File: src/rtl/rf_write_arbiter_pkg.sv
// Shared register-file geometry and arbiter FSM encodings for rf_write_arbiter.
package rf_write_arbiter_pkg;
  localparam int RF_ADDR_W = 3;
  localparam int RF_DATA_W = 16;
  localparam int RF_DEPTH  = 8;

  localparam logic [RF_ADDR_W-1:0] CLR_FIRST = RF_ADDR_W'(1);
  localparam logic [RF_ADDR_W-1:0] CLR_LAST  = RF_ADDR_W'(RF_DEPTH - 1);

  typedef enum logic [1:0] {
    ST_CLEAR_START = 2'd0,
    ST_CLEAR       = 2'd1,
    ST_RUN         = 2'd2
  } arb_state_e;
endpackage

File: src/rtl/rf_write_arbiter_rr_arbiter.sv
// Combinational round-robin picker: first set request searching upward from ptr+1, modulo NREQ.
module rr_arbiter
  import rf_write_arbiter_pkg::*;
#(
  parameter int NREQ  = 2,
  parameter int PTR_W = 1
) (
  input  logic [NREQ-1:0]  req_i,
  input  logic [PTR_W-1:0] ptr_i,
  output logic [NREQ-1:0]  gnt_o,
  output logic [PTR_W-1:0] gnt_id_o,
  output logic             gnt_vld_o
);

  always_comb begin
    gnt_o     = '0;
    gnt_id_o  = '0;
    gnt_vld_o = 1'b0;
    for (int off = 1; off <= NREQ; off++) begin
      for (int i = 0; i < NREQ; i++) begin
        if (!gnt_vld_o && req_i[i] && (i == (int'(ptr_i) + off) % NREQ)) begin
          gnt_o[i]  = 1'b1;
          gnt_id_o  = PTR_W'(i);
          gnt_vld_o = 1'b1;
        end
      end
    end
  end

endmodule

File: src/rtl/rf_write_arbiter.sv
// Write-port arbiter for the 8x16 register file: post-reset clear of r1..r7, then round-robin writeback.
// Optional RF_R0_DROP_EN: writes to r0 are acknowledged and discarded without taking an arbitration slot.
//
// state          | meaning
// ST_CLEAR_START | just out of reset, nothing driven to the RF yet
// ST_CLEAR       | writing zero to r1..r7, one register per cycle
// ST_RUN         | normal operation, requesters arbitrate for the write port
module rf_write_arbiter
  import rf_write_arbiter_pkg::*;
#(
  parameter int NREQ  = 2,
  parameter int PTR_W = 1
) (
  input  logic                        clk0,
  input  logic                        rstb0,
  input  logic                        core_en,
  input  logic [NREQ-1:0]             req_valid,
  input  logic [RF_ADDR_W*NREQ-1:0]   req_addr,
  input  logic [RF_DATA_W*NREQ-1:0]   req_data,
  output logic [NREQ-1:0]             req_ready,
  output logic [RF_ADDR_W-1:0]        rf_tgt_addr,
  output logic [RF_DATA_W-1:0]        rf_tgt_data,
  output logic                        rf_werf,
  output logic                        rf_csb,
  output logic                        init_done,
  output logic [PTR_W-1:0]            grant_id
);

  arb_state_e             state_q, state_d;
  logic [RF_ADDR_W-1:0]   addr_q, addr_d;
  logic [RF_DATA_W-1:0]   data_q, data_d;
  logic                   werf_q, werf_d;
  logic                   csb_q, csb_d;
  logic                   done_q, done_d;
  logic [PTR_W-1:0]       gid_q, gid_d;
  logic [PTR_W-1:0]       ptr_q, ptr_d;

  logic [NREQ-1:0]        arb_req, r0_ack, gnt;
  logic [PTR_W-1:0]       win_id;
  logic                   win_vld, run_en, xfer;
  logic [RF_ADDR_W-1:0]   win_addr;
  logic [RF_DATA_W-1:0]   win_data;

`ifdef RF_R0_DROP_EN
  logic [NREQ-1:0] r0_req;

  always_comb begin
    r0_req = '0;
    for (int i = 0; i < NREQ; i++) begin
      r0_req[i] = (req_addr[RF_ADDR_W*i +: RF_ADDR_W] == '0);
    end
  end

  // r0 writes are swallowed here, so they never consume a round-robin turn
  assign arb_req = req_valid & ~r0_req;
  assign r0_ack  = req_valid & r0_req;
`else
  assign arb_req = req_valid;
  assign r0_ack  = '0;
`endif

  rr_arbiter #(
    .NREQ  (NREQ),
    .PTR_W (PTR_W)
  ) u_rr (
    .req_i     (arb_req),
    .ptr_i     (ptr_q),
    .gnt_o     (gnt),
    .gnt_id_o  (win_id),
    .gnt_vld_o (win_vld)
  );

  always_comb begin
    win_addr = '0;
    win_data = '0;
    for (int i = 0; i < NREQ; i++) begin
      if (gnt[i]) begin
        win_addr = req_addr[RF_ADDR_W*i +: RF_ADDR_W];
        win_data = req_data[RF_DATA_W*i +: RF_DATA_W];
      end
    end
  end

  assign run_en    = (state_q == ST_RUN) && core_en;
  assign xfer      = run_en && win_vld;
  assign req_ready = run_en ? (gnt | r0_ack) : '0;

  always_comb begin
    state_d = state_q;
    addr_d  = addr_q;
    data_d  = data_q;
    werf_d  = 1'b1;
    csb_d   = csb_q;
    done_d  = done_q;
    gid_d   = gid_q;
    ptr_d   = ptr_q;
    case (state_q)
      ST_CLEAR_START: begin
        state_d = ST_CLEAR;
        werf_d  = 1'b0;
        csb_d   = 1'b0;
        addr_d  = CLR_FIRST;
        data_d  = '0;
      end
      ST_CLEAR: begin
        werf_d = 1'b0;
        csb_d  = 1'b0;
        if (addr_q == CLR_LAST) begin
          state_d = ST_RUN;
          werf_d  = 1'b1;
          done_d  = 1'b1;
          csb_d   = ~core_en;
        end else begin
          addr_d = addr_q + 1'b1;
        end
      end
      ST_RUN: begin
        csb_d = ~core_en;
        if (xfer) begin
          addr_d = win_addr;
          data_d = win_data;
          werf_d = 1'b0;
          gid_d  = win_id;
          ptr_d  = win_id;
        end
      end
      default: state_d = ST_CLEAR_START;
    endcase
  end

  always_ff @(posedge clk0 or negedge rstb0) begin
    if (!rstb0) begin
      state_q <= ST_CLEAR_START;
      addr_q  <= '0;
      data_q  <= '0;
      werf_q  <= 1'b1;
      csb_q   <= 1'b1;
      done_q  <= 1'b0;
      gid_q   <= '0;
      ptr_q   <= PTR_W'(NREQ - 1);
    end else begin
      state_q <= state_d;
      addr_q  <= addr_d;
      data_q  <= data_d;
      werf_q  <= werf_d;
      csb_q   <= csb_d;
      done_q  <= done_d;
      gid_q   <= gid_d;
      ptr_q   <= ptr_d;
    end
  end

  assign rf_tgt_addr = addr_q;
  assign rf_tgt_data = data_q;
  assign rf_werf     = werf_q;
  assign rf_csb      = csb_q;
  assign init_done   = done_q;
  assign grant_id    = gid_q;

endmodule

File: config.mk
export PLATFORM = sky130hd
export DESIGN_NAME = rf_write_arbiter
export DESIGN_NICKNAME = d
export VERILOG_FILES = /design/src/rtl/rf_write_arbiter_pkg.sv /design/src/rtl/rf_write_arbiter_rr_arbiter.sv /design/src/rtl/rf_write_arbiter.sv
export SDC_FILE = /design/constraint.sdc
export NUM_CORES = 1
export LEC_CHECK = 0
export CAP_MARGIN = 20
export CORE_MARGIN = 2
export CORE_UTILIZATION = 40
export CTS_BUF_LIST = sky130_fd_sc_hd__clkbuf_16
export CTS_CLUSTER_DIAMETER = 60
export DETAILED_ROUTE_END_ITERATION = 10
export PLACE_DENSITY_LB_ADDON = 0.05
export SYNTH_ARGS = -nofsm -noshare
export SYNTH_HDL_FRONTEND = slang
export SYNTH_HIERARCHICAL = 1
export SYNTH_SLANG_ARGS = --single-unit
File: constraint.sdc
create_clock -name clk0 -period 4 [get_ports clk0]
set_clock_uncertainty 0.05 [all_clocks]
set_input_delay 0.6 -clock clk0 [delete_from_list [all_inputs] [get_ports clk0]]
set_output_delay 0.6 -clock clk0 [all_outputs]
set_load 0.05 [all_outputs]
==> out/summary.md <==
### Synthesis
• number of nets produced by synthesis: 164
• fraction of synthesized cell area in xor and xnor cells: 0
• area share of the largest cell type after synthesis: 0.4323
• Simple-Gate Fraction of Synth Area: 0.07707
• largest area contributor in the netlist: dfrtp_1
• dominant combinational cell family by area after synthesis: compound AO/OA/AOI/OAI gates
• Synth top cells by count: dfrtp_1, o2bb2ai_1, a22oi_1
• multiplexer fraction of the synthesized cell area: 0.008459
• Synth warnings: 6
• largest cells by area after synthesis: dfrtp_1, o2bb2ai_1, a22oi_1
• post-synthesis register bit count: 26
• leading cell type by number of instances after synthesis: dfrtp_1
• Netlist Area Pre-Place: 0.001331 mm^2
• mean area per synthesized cell: 11.58 um^2
• Post-synth EDFFs: 0
• fraction of the mapped netlist area in compound gates: 0.3045
• flip-flop cell with the highest count after synthesis: dfrtp_1
• share of the yosys chip area belonging to registers: 0.4915
• post-synthesis share of cell area spent on full adders, half adders and majority gates: 0.05639
• library cells used by synthesis: 32
• number of instances in the synthesized netlist: 115
• share of async-settable or async-resettable flops after synthesis: 1.000

### Layout
• number of antenna diodes: 0
• final core utilization: 0.6875
• non-filler cells, final: 226
• area grow syn2layout: 60.24%
• number of nets in the layout: 232
• share of layout cells above drive strength 1: 0.08242

### Clock network
• TritonCTS clock tree: built
• maximum number of buffers from clock root to sink: 2
• Num CTS Buffers: 3
• H-Tree Level Count: 1
• hold_buf cts: 0
• TritonCTS Sinks: 26
• Resized Gates After CTS: 0
• CTS root buf: clkbuf_16
• Worst-path clk slew: 60 ps
• clock latency of the later-clocked register in the worst-skew pair: 260 ps
• post-CTS setup buffers: 0

### Timing
• count of final max-slew check failures: 0
• final cycle utilization of the critical path: 0.7952
• worst relative slew slack: 0.6356
• Worst Hold Slack: 418.8 ps
• worst slew pin tran: 544.9 ps
• setup repair after global routing missed its margin: no
• final count of hold timing violations: 0
• Peak Freq: 0.3144 GHz
• final-report setup violation count: 0
• total negative setup slack: 0 ps
• post-layout minimum cycle time: 3181 ps

### Critical path
• depth of the most critical reg-to-reg path: 5
• register-to-register setup slack: 2190 ps
• Critical Path Source Type: input pin
• kind of end point of the critical path: output port
• crit path max fanout: 4
• Required @ worst endpoint: 3350 ps
• Worst R2R End: rf_tgt_data[1]
• launch instance of the worst register-to-register path: state_q[0]
• Critical Setup Path Class: in2out
• Critical Path AT: 2530 ps

### Detailed routing
• number of design rule violations left after detail routing: 0
• drt via density: 5.248
• final wirelength: 3509 um
• 1st-iter DRT viols: 66
• routed length per placed instance: 15.53 um
• number of iterations in the first detailed-routing pass: 4
• detailed-route via count: 1,186
• remaining antenna violation count after routing: 0

### Flow run
• # Max-Cap Violations: 0

### Power and ir drop
• LEAKAGE: 0.8993 nW
• Tot Pwr: 0.8214 mW
• share of total power in combinational logic: 0.353
• internal power: 0.5501 mW
• fraction of power consumed by the clock network: 0.266
• Switching Share: 0.3304
• cell area power density: 385.0 mW/mm^2
• Net Sw Power: 0.2714 mW
• Seq pwr share: 0.381
• worst vdd ir: 0.0003018 V

### Hold path
• count of cells along the worst hold path: 1
• hold crit path type: reg2reg
• launch instance of the worst min-delay path: init_done
• end point of the most critical hold path: init_done

### Place
• global placement routability congestion: 0.8651
• placed insts: 222
• Detail Placement HPWL: 2735 um
• I/O Buffers: 67

### Floorplan
• Die H: 61.69 um
• area of the die: 0.003806 mm^2
• starting utilization of the core area: 0.4290
• Top Ports: 68
• floorplan core area: 0.003103 mm^2
• floorplan row count: 20
• x dimension of the die: 61.69 um

### Global route
• wire length of the first global-routing pass: 5644 um
• GRT met1 Usage: 0.2357
• global routing usage summed across all routing layers: 0.2063
• global-route met2 utilization: 0.3654
• antenna violations before repair: 0
• M3 GR Usage: 0.06832
• peak-usage layer in the global routing report: met2
• global-route congestion overflow total: 0
• largest net degree at the start of global routing: 23
• number of global-route vias before repair: 1,272

### Run status
• status: completed

-- per-stage QoR --
stage / worst slack (ps) / area, um^2
6_report: 819.0 / 2133
2_1_floorplan: 1579 / 1331
4_1_cts: 823.7 / 2133
3_3_place_gp: 866.8 / 2027
3_5_place_dp: 837.4 / 2054
5_1_grt: 759.2 / 2133
-- state kept, by name (all words and copies together) (netlist names) --
| signal | flops |
|---|---|
| rf_tgt_data | 16 |
| state_q | 2 |
| rf_tgt_addr | 3 |
| ptr_q | 1 |
| grant_id | 1 |
| rf_werf | 1 |
| init_done | 1 |
| rf_csb | 1 |
-- cells by family after synthesis --
logic type,Yosys count
AOI/OAI and AO/OA,50
DFF,26
and+or+nand+nor,17
buffers and inverters,15
adders and majority gates,6
muxes,1
-- final cells by class --
type,instances,area (um^2)
Multi-Input combinational cell,74,598.1
Tap cell,44,55.05
Clock inverter,1,3.754
Inverter,7,26.28
Fill cell,261,969.7
Timing Repair Buffer,71,720.7
Clock buffer,3,75.07
Sequential cell,26,654.4
-- critical path: stages --
cell	delay (ps)
clkdlybuf4s50_1	510
a21boi_0	380
and3_1	230
clkdlybuf4s50_1	810
-- how the worst max path moves through the flow --
stage                 startpoint      endpoint
global placement    req_valid[0]  req_ready[0]
finish              req_valid[0]  req_ready[0]
CTS                 req_valid[0]  req_ready[0]
detailed placement  req_valid[0]  req_ready[0]
floorplan           req_valid[1]  req_ready[1]
global route        req_valid[0]  req_ready[0]
-- metal layers --
layer,vias to the layer above,wire [um]
met5,-,0
met4,0,29
met3,2,274
met2,45,1795
met1,564,1409
li1,575,-
-- placed cells by master (no fill, tap or decap), drive strengths merged, types with 2 or more instances in the layout --
cell type	count
dfstp	3
nand3	2
a21boi	3
buf	4
clkbuf	3
and3	2
a21oi	5
nand2	7
clkdlybuf4s50	67
a222oi	2
ha	6
inv	7
dfrtp	23
a22oi	16
o2bb2ai	18
-- power groups by stage --
stage	clock network (mW)	registers, mW	logic, mW
2_1_floorplan	0	0.415	0.0681
4_1_cts	0.225	0.313	0.293
3_5_place_dp	0	0.317	0.292
6_report	0.218	0.313	0.290
5_1_grt	0.235	0.316	0.306
3_3_place_gp	0	0.316	0.286
Note: power is estimated with default switching activity, not from simulation.
==> RTL edit 1: new RTL, config.mk and constraints unchanged <==
`RF_ADDR_W`: 3 -> 2.
--- a/src/rtl/rf_write_arbiter_pkg.sv
+++ b/src/rtl/rf_write_arbiter_pkg.sv
@@ -1,5 +1,5 @@
 // Shared register-file geometry and arbiter FSM encodings for rf_write_arbiter.
 package rf_write_arbiter_pkg;
-  localparam int RF_ADDR_W = 3;
+  localparam int RF_ADDR_W = 2;
   localparam int RF_DATA_W = 16;
   localparam int RF_DEPTH  = 8;
Interface: changed (resized req_addr and rf_tgt_addr); port bits go from 68 to 65. No check against the original RTL was run, so the function may have changed too.
==> RTL edit 1 against the unedited design <==
- total power is 2.5% lower
- critical path depth stayed put
- sequential cell count is 1 lower
- wire length is 3.4% lower
- design area is 3.5% lower
- synthesized area is 3.8% lower
- worst setup slack better by 0.21 ns
- register-to-register slack worse by 0.08 ns
- critical path type unchanged
- critical endpoint is now req_ready[1]
==> RTL edit 1: results <==
group,metric,value,unit
grt,grt_pass1_vias,1187,
placement,dp_slack,1.03,ns
yosys,synthTopCellsByCount,"22 x dfrtp_1, 15 x a22oi_1, 15 x o2bb2ai_1",
yosys,seq_area_frac_synth,49.1,%
power_and_ir_drop,switching_share,33.0,%
grt,grtUsageTotal,19.5,%
placement,dpl.cell_count,219,
drt,drtIter0Drc,40,
final_layout,fin_nets,226,
final_layout,fin_util,67.5,%
placement,hpwl,2.57,mm
sta,slew_headroom,64.8,%
final_layout,drive_above_1_share,10.1,%
drt,wl_per_cell,15.2,µm
power_and_ir_drop,p_leak,0.886,nW
outcome,status,"finished clean",
yosys,syn_nets,161,
setup_path,startpoint,"req_valid[1]",
drt,drt-total-wl,3.39,mm
setup_path,cp_max_fo,3,
yosys,syn_area_per_cell,11.1,µm²
setup_path,cp.arrival,2.32,ns
grt,grt_max_degree,24,
drt,routed_via_density,5.20,
yosys,synth_area_leaders,"dfrtp_1 43%, o2bb2ai_1 10%, a22oi_1 8.8%",
## RTL edit 1: changes by cell type in the layout (fill, tap and decap cells not counted), sizes merged, moves of 2 or more
cell,unedited run,this run
a21o,1,3
a222oi,2,0
and2b,0,2
clkdlybuf4s50,67,64
nand2,7,11
nor2,0,2
o2bb2ai,18,15
## RTL edit 1: worst max-delay path, stage by stage
cell and delay [ns]:
clkdlybuf4s50_1 0.49, a21boi_1 0.22, and3_1 0.20, clkdlybuf4s50_1 0.81
## RTL edit 1: path summary, 6_finish.rpt
check | endpoint | slack, ns | cells after the start
max in group asynchronous | rf_werf$_DFF_PN1_ | 2.80 | 2
min in group asynchronous | grant_id$_DFFE_PN0P_ | 0.59 | 1
hold reg to reg | init_done$_DFFE_PN0P_ | 0.41 | 1
setup reg to reg | rf_tgt_data[14]$_DFFE_PN0P_ | 2.11 | 5
hold / removal | init_done$_DFFE_PN0P_ | 0.41 | 1
setup / recovery | req_ready[1] | 1.03 | 4
## RTL edit 1: cell type report
class / count / share of cell area, %
Timing Repair Buffer: 67 / 33.2
Tap cell: 44 / 2.67
Clock inverter: 1 / 0.243
Inverter: 7 / 1.28
Clock buffer: 3 / 3.65
Multi-Input combinational cell: 76 / 28.4
Sequential cell: 25 / 30.6
## RTL edit 1: power by group through the flow
stage / Sequential [mW] / Clock [mW] / Combinational (mW)
after floorplan: 0.399 / 0 / 0.0673
after global placement: 0.303 / 0 / 0.278
after detailed placement: 0.304 / 0 / 0.286
after CTS: 0.300 / 0.224 / 0.287
after global routing: 0.304 / 0.232 / 0.300
final: 0.300 / 0.217 / 0.284
## RTL edit 1: metal layers
layer  GRT usage [%]  part of all wire (%)
met1            24.5                    44
met2            34.6                    50
met3            3.62                   5.6
met4            4.66                  0.44
met5               0                     0
## RTL edit 1: logic make-up after synthesis
group           share of synthesized area [%]
simple gates                             10.1
compound gates                           28.7
mux                                      2.05
fa+ha+maj                                4.88
buf+inv                                  5.18
flops                                    49.1
==> RTL edit 2: new RTL, same flow settings <==
Made on the original files. Encoding of `arb_state_e`: now one-hot (3 bits for 3 states).
--- a/src/rtl/rf_write_arbiter_pkg.sv
+++ b/src/rtl/rf_write_arbiter_pkg.sv
@@ -8,8 +8,8 @@
   localparam logic [RF_ADDR_W-1:0] CLR_LAST  = RF_ADDR_W'(RF_DEPTH - 1);
 
-  typedef enum logic [1:0] {
-    ST_CLEAR_START = 2'd0,
-    ST_CLEAR       = 2'd1,
-    ST_RUN         = 2'd2
+  typedef enum logic [2:0] {
+    ST_CLEAR_START = 3'b001,
+    ST_CLEAR       = 3'b010,
+    ST_RUN         = 3'b100
   } arb_state_e;
 endpackage
Function: no difference found for any inputs over 10 cycles, from zero or initial values and one cycle with rstb0 low; not proved beyond that.
==> RTL edit 2 against the unedited design <==
- critical path type unchanged
- worst setup slack better by 0.10 ns
- count of clock-buffer cells in the layout unchanged
- sequential cell count is 1 higher
- total power increased by 9.3%
- wire length down 1.7%
- design area grew 2.9%
- largest power group is now combinational cells
- synthesized area increased by 6.4%
- largest cell class unchanged
- cell count rose by 6.6%
==> RTL edit 2: results <==
group,metric,value,unit
grt,grt_max_degree,28,
power_and_ir_drop,netSwitchingPower,0.304,mW
final_layout,drive_above_1_share,17.4,%
drt,wl_per_cell,14.3,µm
grt,grt_pass1_wl,5.82,mm
yosys,synth_area_leaders,"dfrtp_1 41%, mux2_2 17%, a22oi_1 9.5%",
outcome,status,"finished clean",
placement,dpl.cell_count,237,
final_layout,fin_nets,241,
drt,routed_via_density,5.17,
power_and_ir_drop,ir_worst_vdd,0.202,mV
setup_path,r2r-end,"rf_tgt_data[2]$_DFFE_PN0P_",
drt,drt-total-wl,3.45,mm
setup_path,rrSetupSlack,2.04,ns
yosys,synthTopCellsByCount,"23 x dfrtp_1, 22 x nor2_1, 21 x mux2_2",
placement,hpwl,2.60,mm
setup_path,reg2reg_depth,3,
yosys,seq_area_frac_synth,48.1,%
placement,gp_congestion,0.835,
setup_path,cp.arrival,2.43,ns
yosys,syn_nets,175,
yosys,syn_area_per_cell,10.9,µm²
grt,grtUsageTotal,18.2,%
drt,drtIter0Drc,29,
worst_hold_path,hp-start,"rf_tgt_data[11]$_DFFE_PN0P_",
==> RTL edit 2: per-stage QoR <==
step | area [µm²] | hold slack [ns] | setup WS (ns) | total power, mW
2_1_floorplan | 1420 | 0.254 | 1.60 | 0.547
3_3_place_gp | 2120 | 0.420 | 1.02 | 0.680
3_5_place_dp | 2120 | 0.427 | 0.903 | 0.690
4_1_cts | 2190 | 0.448 | 0.903 | 0.908
5_1_grt | 2190 | 0.478 | 0.806 | 0.943
6_report | 2190 | 0.439 | 0.923 | 0.897
==> RTL edit 2: layout make-up <==
type                            count  area [µm²]
Timing Repair Buffer               70         693
Clock buffer                        3        75.1
Inverter                            2        7.51
Clock inverter                      1        3.75
Sequential cell                    27         681
Fill cell                         284        1170
Multi-Input combinational cell     92         677
Tap cell                           46        57.6
==> RTL edit 2: power by group through the flow <==
stage          Clock (mW)  Combinational, mW  Sequential (mW)
5_1_grt             0.236              0.368            0.338
3_5_place_dp            0              0.351            0.339
2_1_floorplan           0             0.0855            0.462
3_3_place_gp            0              0.344            0.336
4_1_cts             0.222              0.352            0.334
6_report            0.216              0.348            0.334
==> RTL edit 2: worst max-delay path, stage by stage <==
cell,delay [ns]
clkdlybuf4s50_1,0.50
a21boi_0,0.32
and3_1,0.21
clkdlybuf4s50_1,0.79
==> RTL edit 2: kinds of logic (layout without fill, tap and decap cells) <==
logic type	count (synthesis)	in the layout	synth area share [%]
compound gates	29	29	15.5
fa+ha+maj	2	2	1.77
buf+inv	11	76	4.42
flops	27	27	48.1
mux	22	22	17.5
simple gates	39	39	12.7
==> RTL edit 2: per-layer routing <==
metal / wire [µm] / global-route usage [%]
met1: 1320 / 19.8
met2: 1830 / 34.9
met3: 277 / 5.00
met4: 17 / 3.53
met5: 0 / 0
